--- src/rtl/pipeline_hazard_controller.sv ---
// Stall/flush sequencer for the five-stage pipeline: detects load-use hazards,
// taken branches and memory busy, and drives Mealy hold/bubble/flush controls.
module pipeline_hazard_controller #(
  parameter int LOAD_STALL_CYCLES = 2,
  parameter int FLUSH_CYCLES      = 2,
  parameter int CNT_WIDTH         = 16
) (
  input  logic                 clk,
  input  logic                 reset,
  input  logic                 idValid,
  input  logic [3:0]           idRn,
  input  logic [3:0]           idRm,
  input  logic [3:0]           idRs,
  input  logic                 idUsesRn,
  input  logic                 idUsesRm,
  input  logic                 idUsesRs,
  input  logic                 exValid,
  input  logic                 exLoad,
  input  logic [3:0]           exRd,
  input  logic                 exBranchTaken,
  input  logic                 memReq,
  input  logic                 memReady,
  output logic                 pcHold,
  output logic                 ifidHold,
  output logic                 rfHold,
  output logic                 rfBubble,
  output logic                 ifidFlush,
  output logic                 exmemHold,
  output logic [1:0]           state,
  output logic [CNT_WIDTH-1:0] stallCount
);

  typedef enum logic [1:0] {
    RUN        = 2'd0,
    LOAD_STALL = 2'd1,
    FLUSH      = 2'd2,
    MEM_WAIT   = 2'd3
  } state_t;

  localparam int MAX_CYC = (LOAD_STALL_CYCLES > FLUSH_CYCLES) ? LOAD_STALL_CYCLES : FLUSH_CYCLES;
  // Countdown only ever holds values up to MAX_CYC-2.
  localparam int CD_W = (MAX_CYC > 2) ? $clog2(MAX_CYC) : 1;
  localparam logic [CD_W-1:0] LOAD_RELOAD  = CD_W'(LOAD_STALL_CYCLES > 1 ? LOAD_STALL_CYCLES - 2 : 0);
  localparam logic [CD_W-1:0] FLUSH_RELOAD = CD_W'(FLUSH_CYCLES > 1 ? FLUSH_CYCLES - 2 : 0);

  state_t               state_q, state_d;
  state_t               saved_q, saved_d;
  logic [CD_W-1:0]      cd_q, cd_d;
  logic [CNT_WIDTH-1:0] stall_q;

  logic hazard, mem_block, branch;
  logic pc_hold_c, ifid_hold_c, rf_hold_c, rf_bubble_c, ifid_flush_c, exmem_hold_c;

  assign hazard = exValid & exLoad & idValid &
                  ((idUsesRn & (idRn == exRd)) |
                   (idUsesRm & (idRm == exRd)) |
                   (idUsesRs & (idRs == exRd)));
  assign mem_block = memReq & ~memReady;
  assign branch    = exBranchTaken & exValid;

  // NOTE: every signal gets a default first so no path leaves one unassigned and infers a latch.
  always_comb begin
    pc_hold_c    = 1'b0;
    ifid_hold_c  = 1'b0;
    rf_hold_c    = 1'b0;
    rf_bubble_c  = 1'b0;
    ifid_flush_c = 1'b0;
    exmem_hold_c = 1'b0;
    state_d      = state_q;
    saved_d      = saved_q;
    cd_d         = cd_q;

    if (state_q != MEM_WAIT && mem_block) begin
      // Freeze everything, including the countdown, and remember where to resume.
      pc_hold_c    = 1'b1;
      ifid_hold_c  = 1'b1;
      rf_hold_c    = 1'b1;
      exmem_hold_c = 1'b1;
      saved_d      = state_q;
      state_d      = MEM_WAIT;
    end else begin
      unique case (state_q)
        RUN: begin
          if (branch) begin
            ifid_flush_c = 1'b1;
            rf_bubble_c  = 1'b1;
            if (FLUSH_CYCLES > 1) begin
              cd_d    = FLUSH_RELOAD;
              state_d = FLUSH;
            end
          end else if (hazard) begin
            pc_hold_c   = 1'b1;
            ifid_hold_c = 1'b1;
            rf_bubble_c = 1'b1;
            if (LOAD_STALL_CYCLES > 1) begin
              cd_d    = LOAD_RELOAD;
              state_d = LOAD_STALL;
            end
          end
        end
        LOAD_STALL: begin
          pc_hold_c   = 1'b1;
          ifid_hold_c = 1'b1;
          rf_bubble_c = 1'b1;
          if (cd_q == '0) state_d = RUN;
          else            cd_d    = cd_q - CD_W'(1);
        end
        FLUSH: begin
          ifid_flush_c = 1'b1;
          if (cd_q == '0) state_d = RUN;
          else            cd_d    = cd_q - CD_W'(1);
        end
        MEM_WAIT: begin
          pc_hold_c    = 1'b1;
          ifid_hold_c  = 1'b1;
          rf_hold_c    = 1'b1;
          exmem_hold_c = ~memReady;
          if (memReady) state_d = saved_q;
        end
        default: state_d = RUN;
      endcase
    end
  end

  // NOTE: state registers use non-blocking assignments so all updates see pre-edge values.
  always_ff @(posedge clk) begin
    if (reset) begin
      state_q <= RUN;
      saved_q <= RUN;
      cd_q    <= '0;
      stall_q <= '0;
    end else begin
      state_q <= state_d;
      saved_q <= saved_d;
      cd_q    <= cd_d;
      if (pc_hold_c && stall_q != '1) stall_q <= stall_q + CNT_WIDTH'(1);
    end
  end

  // All outputs are forced low while reset is held.
  assign pcHold     = ~reset & pc_hold_c;
  assign ifidHold   = ~reset & ifid_hold_c;
  assign rfHold     = ~reset & rf_hold_c;
  assign rfBubble   = ~reset & rf_bubble_c;
  assign ifidFlush  = ~reset & ifid_flush_c;
  assign exmemHold  = ~reset & exmem_hold_c;
  assign state      = reset ? 2'd0 : state_q;
  assign stallCount = reset ? '0 : stall_q;

endmodule

--- config.mk ---
export PLATFORM = sky130hd
export DESIGN_NAME = pipeline_hazard_controller
export DESIGN_NICKNAME = d
export VERILOG_FILES = /design/src/rtl/pipeline_hazard_controller.sv
export SDC_FILE = /design/constraint.sdc
export NUM_CORES = 1
export LEC_CHECK = 0
export CAP_MARGIN = 30
export CORE_MARGIN = 1.5
export CORE_UTILIZATION = 46
export CTS_CLUSTER_SIZE = 14
export DETAILED_ROUTE_END_ITERATION = 8
export HOLD_SLACK_MARGIN = 0.02
export PLACE_DENSITY = 0.95
export REMOVE_ABC_BUFFERS = 1
export SLEW_MARGIN = 20
export SYNTH_ARGS = -nofsm -noshare
export SYNTH_HDL_FRONTEND = slang
export SYNTH_SLANG_ARGS = --single-unit
--- constraint.sdc ---
create_clock -name clk -period 5.2 [get_ports clk]
set_clock_uncertainty 0.2 [all_clocks]
set_input_delay 1.3 -clock clk [delete_from_list [all_inputs] [get_ports clk]]
set_output_delay 1.3 -clock clk [all_outputs]
set_load 0.02 [all_outputs]
# Word-level counts from Yosys, hierarchy flattened
# Index checks and enable logic that the tools add are counted.
dict set report classes {
  n_addsub 2
  eq_ne 12
  muxes 26
  bitwise_logic 18
  reduce_logical 8
}
# cell count
set ops {}
lappend ops {{$add A16 B1 Y16 const B} 1}
lappend ops {{$mux W16} 1}
lappend ops {{$ne A16 B16 Y1 const B} 1}
lappend ops {{$mux W1} 14}
lappend ops {{$and A1 B1 Y1} 13}
lappend ops {{$eq A4 B4 Y1} 3}
lappend ops {{$mux W2} 6}
lappend ops {{$pmux W1 S2} 4}
lappend ops {{$ne A3 B3 Y1 const B} 2}
lappend ops {{$pmux W2 S3} 1}
lappend ops {{$reduce_and A3 Y1} 2}
lappend ops {{$eq A2 B2 Y1 const B} 2}
lappend ops {{$ne A4 B4 Y1 const B} 1}
lappend ops {{$reduce_or A2 Y1} 2}
lappend ops {{$ne A3 B2 Y1 const B} 1}
lappend ops {{$not A1 Y1} 3}
lappend ops {{$eq A2 B1 Y1 const B} 1}
lappend ops {{$logic_and A1 B1 Y1} 2}
lappend ops {{$logic_not A2 Y1} 1}
lappend ops {{$ne A2 B2 Y1 const B} 1}
lappend ops {{$or A1 B1 Y1} 2}
lappend ops {{$reduce_bool A2 Y1} 1}
lappend ops {{$sub A1 B1 Y1 const B} 1}
dict set report totals {
  register_bits 21
  input_bits 27
  output_inout_bits 24
  word_cells 70
}

# Logic depth before layout (Yosys ltp)
dict set report logic_depth {
  depth_word 10
  mapped_depth 8
  ltp_nobuf 7
}

# Worst setup path before layout
# Ideal clock, no wire load.
dict set report synth_timing {
  kind {input port to output port}
  from {input exRd[2]}
  to {output rfBubble}
  arrival_ps 2722
  t_required_ps 3700
  slack_ps 978
  stages 6
  n_path_buf 0
  path_cell_list {inv_2 -> a22o_1 -> nor4_4 -> nor3_1 -> o21ai_0 -> nor4b_1}
}
dict set report synth_via {
  elab_chain_len 10
  word_cells_on_any_way 14
  classes_between {3 x eq/ne; 4 x mux; 7 x bitwise}
}
# element line
set synth_rtl {}
lappend synth_rtl {{from (decl)} 19} ;# input logic [3:0] exRd,
lappend synth_rtl {{$eq A4 B4 Y1 (on tied branches)} {55, 56}}
lappend synth_rtl {{$and A1 B1 Y1 (on tied branches)} {55, 56}}
lappend synth_rtl {{$or A1 B1 Y1} 55} ;# ((idUsesRn & (idRn == exRd)) |
lappend synth_rtl {{$or A1 B1 Y1 *} 56} ;# (idUsesRm & (idRm == exRd)) |
lappend synth_rtl {{$and A1 B1 Y1 *} 54} ;# assign hazard = exValid & exLoad & idValid &
lappend synth_rtl {{$mux W1 *} 91} ;# end else if (hazard) begin
lappend synth_rtl {{$mux W1 *} 84} ;# if (branch) begin
lappend synth_rtl {{$pmux W1 S2 *} 82} ;# unique case (state_q)
lappend synth_rtl {{$mux W1 *} 73} ;# if (state_q != MEM_WAIT && mem_block) begin
lappend synth_rtl {{$and A1 B1 Y1 *} 144} ;# assign rfBubble = ~reset & rf_bubble_c;
lappend synth_rtl {{to (decl)} 26} ;# output logic rfBubble,
# Mark *: on every way between the ends. The rest lies on a longest branch, timed or not.

# Worst setup path after layout
dict set report layout_timing {
  from {input exRd[2]}
  to {output ifidHold}
}
dict set report layout_via {
  elab_chain_len 10
  word_cells_on_any_way 14
  classes_between {3 x eq/ne; 4 x mux; 7 x bitwise}
}
# element line
set layout_rtl {}
lappend layout_rtl {{$eq A4 B4 Y1 (on tied branches)} {55, 56}}
lappend layout_rtl {{$and A1 B1 Y1 (on tied branches)} {55, 56}}
lappend layout_rtl {{$or A1 B1 Y1} 55}
lappend layout_rtl {{$or A1 B1 Y1 *} 56}
lappend layout_rtl {{$and A1 B1 Y1 *} 54}
lappend layout_rtl {{$mux W1 *} 91}
lappend layout_rtl {{$mux W1 *} 84}
lappend layout_rtl {{$pmux W1 S2 *} 82}
lappend layout_rtl {{$mux W1 *} 73}
lappend layout_rtl {{$and A1 B1 Y1 *} 142} ;# assign ifidHold = ~reset & ifid_hold_c;
lappend layout_rtl {{to (decl)} 24} ;# output logic ifidHold,
# Marked as above.

==> results.md <==
Status:
- The flow ran to the end, and the final reports show no timing, DRC or antenna violations.

GRT:
- The global-route track usage on met1 is 0.2222.
- For this run, global-route usage on met3 was measured as 0.05581.
- The maximum number of pins on one net before global-route repair is 28.
- The via count of the first global-routing pass is 1286.
- The total congestion overflow is 0.
- The global-route usage over all layers is 0.2101.
- In the global route stage, met2 resource usage came out at 0.4014.
- The first global-routing pass estimated 5368 um of wire.
- The initial antenna violation count is 0.
- The global-route layer with the greatest usage is met2.

Clock network:
- TritonCTS built the clock tree.
- The number of hold buffers added after CTS is 0.
- The count of H-tree levels built during CTS is 1.
- The number of clock buffers added by TritonCTS is 3.
- In this run the clock root is driven by a sky130_fd_sc_hd__clkbuf_4.
- The worst-skew pair later-pin latency is around 0.3 ns.
- After clock tree synthesis, the clock-pin slew on the worst setup and hold paths is approximately 0.11 ns.
- The tree built by TritonCTS fans out to 20 sinks.
- The number of buffers between clock root and the deepest sink is 2.

Worst setup path:
- Tracing the worst setup path back leads to its startpoint at exRd[2].
- The source of the worst register-to-register timing path is stall_q[7].
- In this run the worst path has a maximum fanout of 3.
- The setup slack of the most critical reg-to-reg path is approximately 2.8 ns.
- STA classifies the critical path endpoint as a primary output.
- Data arrives at the worst endpoint at ~3.5 ns.
- The reg-to-reg endpoint is stall_q[11].
- The class of the most critical setup path is in -> out.
- The kind of start point of the critical path is an input port.
- The cell depth of the worst flop-to-flop path is 7.
- STA puts the critical path data required time at around 3.7 ns.

Synthesis:
- The average instance in the mapped netlist occupies roughly 7.7 um^2.
- The cell count after synthesis came out at 166.
- The synthesis warning total is 0.
- The share of the Yosys chip area taken by registers is 0.3116.
- The flop and latch count out of synthesis is 20.
- In the synthesized netlist the dominant register cell turns out to be sky130_fd_sc_hd__dfxtp_1.
- Counting flops with a built-in enable in the synthesized netlist gives 0.
- The post-synthesis cell type with the largest combined area is sky130_fd_sc_hd__dfxtp_1.
- The mapped netlist covers approximately 1300 um^2.
- Counting flops with an async set or reset pin after synthesis yields a share of 0.
- The count of different cell masters after synthesis is 35.
- By area the synthesized netlist is led by sky130_fd_sc_hd__dfxtp_1, sky130_fd_sc_hd__nor2b_1, sky130_fd_sc_hd__mux2_2.
- The share of synthesized area in the top cell type comes to 0.3116.
- In the synthesized netlist, the cells that appear most often are sky130_fd_sc_hd__dfxtp_1, sky130_fd_sc_hd__nor2b_1, sky130_fd_sc_hd__nor2_1.

STA:
- The count of endpoints failing hold in the final timing report is 0.
- For the pin with the worst max-slew slack, the measured transition is 0.5756 ns.
- The remaining max-slew budget at the tightest pin is 0.6151.
- For the finished layout, the period the worst path requires is roughly 5 ns.
- The final setup violation count is 0.
- The minimum setup slack in the final design is about 0.22 ns.
- The max-slew violation total from the final report was 0.
- The fmax is 200.8 MHz.
- The total negative slack for setup checks is 0 ns.
- Setup repair after global routing left no endpoint under its margin.
- In the finished design, the share of the clock period the worst path needs comes to 0.9579.

Floorplanning:
- The floorplan step set the die width to about 56 um.
- The initialized floorplan defines 18 standard-cell rows.
- For this configuration, the core starts out at a cell density of 0.5005.
- The die covers around 3100 um^2.
- between 50 and 60 I/O pins were placed.
- The floorplan step set the die height to around 56 um.
- The core area is 2567 um^2.

Pwr:
- Dividing total power by cell area gives a power density of approximately 180 nW/um^2.
- The analysis attributes to cell leakage a power of 0.7014 nW.
- The maximum vdd ir drop is between 150 and 200 uV.

Min path:
- The end point of the most critical hold path is saved_q[0].
- The beginning of the worst hold path is saved_q[0].
- The worst min-delay path class is reg -> reg.
- The cell count of the worst hold path is 2.

Place:
- At the placement stage, the worst setup path has a slack of 0.1569 ns.
- The number of port buffers is 50.
- The HPWL after detailed placement is 2384 um.
- The congestion estimate from routability-driven global placement came to approximately 0.83.

Layout:
- The share of cells above drive strength 1 is 0.09434.
- The layout-stage area growth over the synthesis result is 42.75%.
- The repair_antennas step left the layout with diodes totalling 0.
- The number of fill cells in the layout is slightly above 200.
- For this run, the post-layout net count is 241.

Routing:
- The total DRC errors in the routed layout is 0.
- For this block, the routed nets add up to 3278 um of wire.
- For this block, the initial DRC count from the detailed router was 29.
- The number of vias per cell after detailed routing is approximately 5.6.
- The detailed router placed roughly 1.3k vias in this run.
- The routed wirelength normalized by instance count is 13.55 um.
- The count of antenna-violating nets left after detailed routing is 0.
- The iteration count of the initial detailed-routing pass is 4.

Flow run:
- Across the run, the number of max-cap violations was 0.
==> kinds of logic after synthesis <==
| group | synth area share |
|---|---|
| DFF | 0.3116 |
| AOI/OAI and AO/OA | 0.1032 |
| xor gates and xnor gates | 0.06816 |
| muxes | 0.08764 |
| and+or+nand+nor | 0.3759 |
| adders and majority gates | 0.009736 |
| buffers and inverters | 0.04381 |
==> worst max-delay path: stages <==
cell and delay [ns]:
sky130_fd_sc_hd__clkdlybuf4s50_1 0.48, sky130_fd_sc_hd__xor2_1 0.20, sky130_fd_sc_hd__nor4_1 0.39, sky130_fd_sc_hd__o31ai_1 0.18
sky130_fd_sc_hd__and2_1 0.19, sky130_fd_sc_hd__nor2_1 0.12, sky130_fd_sc_hd__clkdlybuf4s50_1 0.63
==> sequential cells by signal, indices dropped and copies added, names as in the netlist <==
name,flops
stall_q,16
saved_q,2
state_q,2
==> cells in the final DEF (no fill, tap or decap), drive strengths merged, types with 6 or more instances in the layout <==
master	instances
nor2	19
mux2	10
clkdlybuf4s50	49
dfxtp	20
nand2	16
a21oi	8
nand3	8
nor2b	20
nor3	10
xor2	6
==> area by class of cell <==
class,instances,area [um^2],area share
clock buffer,4,36.28,0.01978
tap,30,37.54,0.02046
multi-input combinational,133,834.6,0.4550
sequential,20,400.4,0.2183
inverter,4,15.01,0.008186
timing repair buffer,51,510.5,0.2783
==> what timing repair did <==
action,CTS,global route
buffers inserted,0,0
resized for setup,0,2
endpoints found under the setup margin,0,1
==> power by group <==
part | internal (W) | switching, W | leakage, nW | total [W]
registers | 0.000157 | 0.00000567 | 0.162 | 0.000163
clock network | 0.0000427 | 0.0000490 | 0.0210 | 0.0000918
logic | 0.0000410 | 0.0000387 | 0.518 | 0.0000797
total | 0.000241 | 0.0000933 | 0.701 | 0.000334
==> worst max-delay path by stage <==
stage / endpoint / slack [ns] / cells after the start
3_5_place_dp: rfBubble / 0.16 / 8
4_1_cts: rfBubble / 0.14 / 8
5_1_grt: pcHold / 0.06 / 8
6_report: ifidHold / 0.22 / 7
3_3_place_gp: rfBubble / 0.20 / 7
2_1_floorplan: rfBubble / 0.98 / 6
==> metal layers <==
layer	part of all wire	vias up
met4	0.0049	0
met2	0.52	29
li1	-	668
met1	0.43	646
met5	0	-
met3	0.044	2
==> through the flow <==
step / util / instance area (um^2) / instances / power (W) / hold WS [ns]
2_1_floorplan: - / 1244 / 157 / 0.0002012 / 0.2498
3_3_place_gp: 0.6969 / 1789 / 238 / 0.0002420 / 0.2700
3_5_place_dp: 0.6969 / 1789 / 238 / 0.0002443 / 0.2737
4_1_cts: 0.7110 / 1826 / 242 / 0.0003348 / 0.3096
5_1_grt: 0.7144 / 1834 / 242 / 0.0003494 / 0.3384
6_report: 0.7144 / 1834 / 242 / 0.0003345 / 0.3118
No activity file was read; power rests on OpenSTA's default activity.
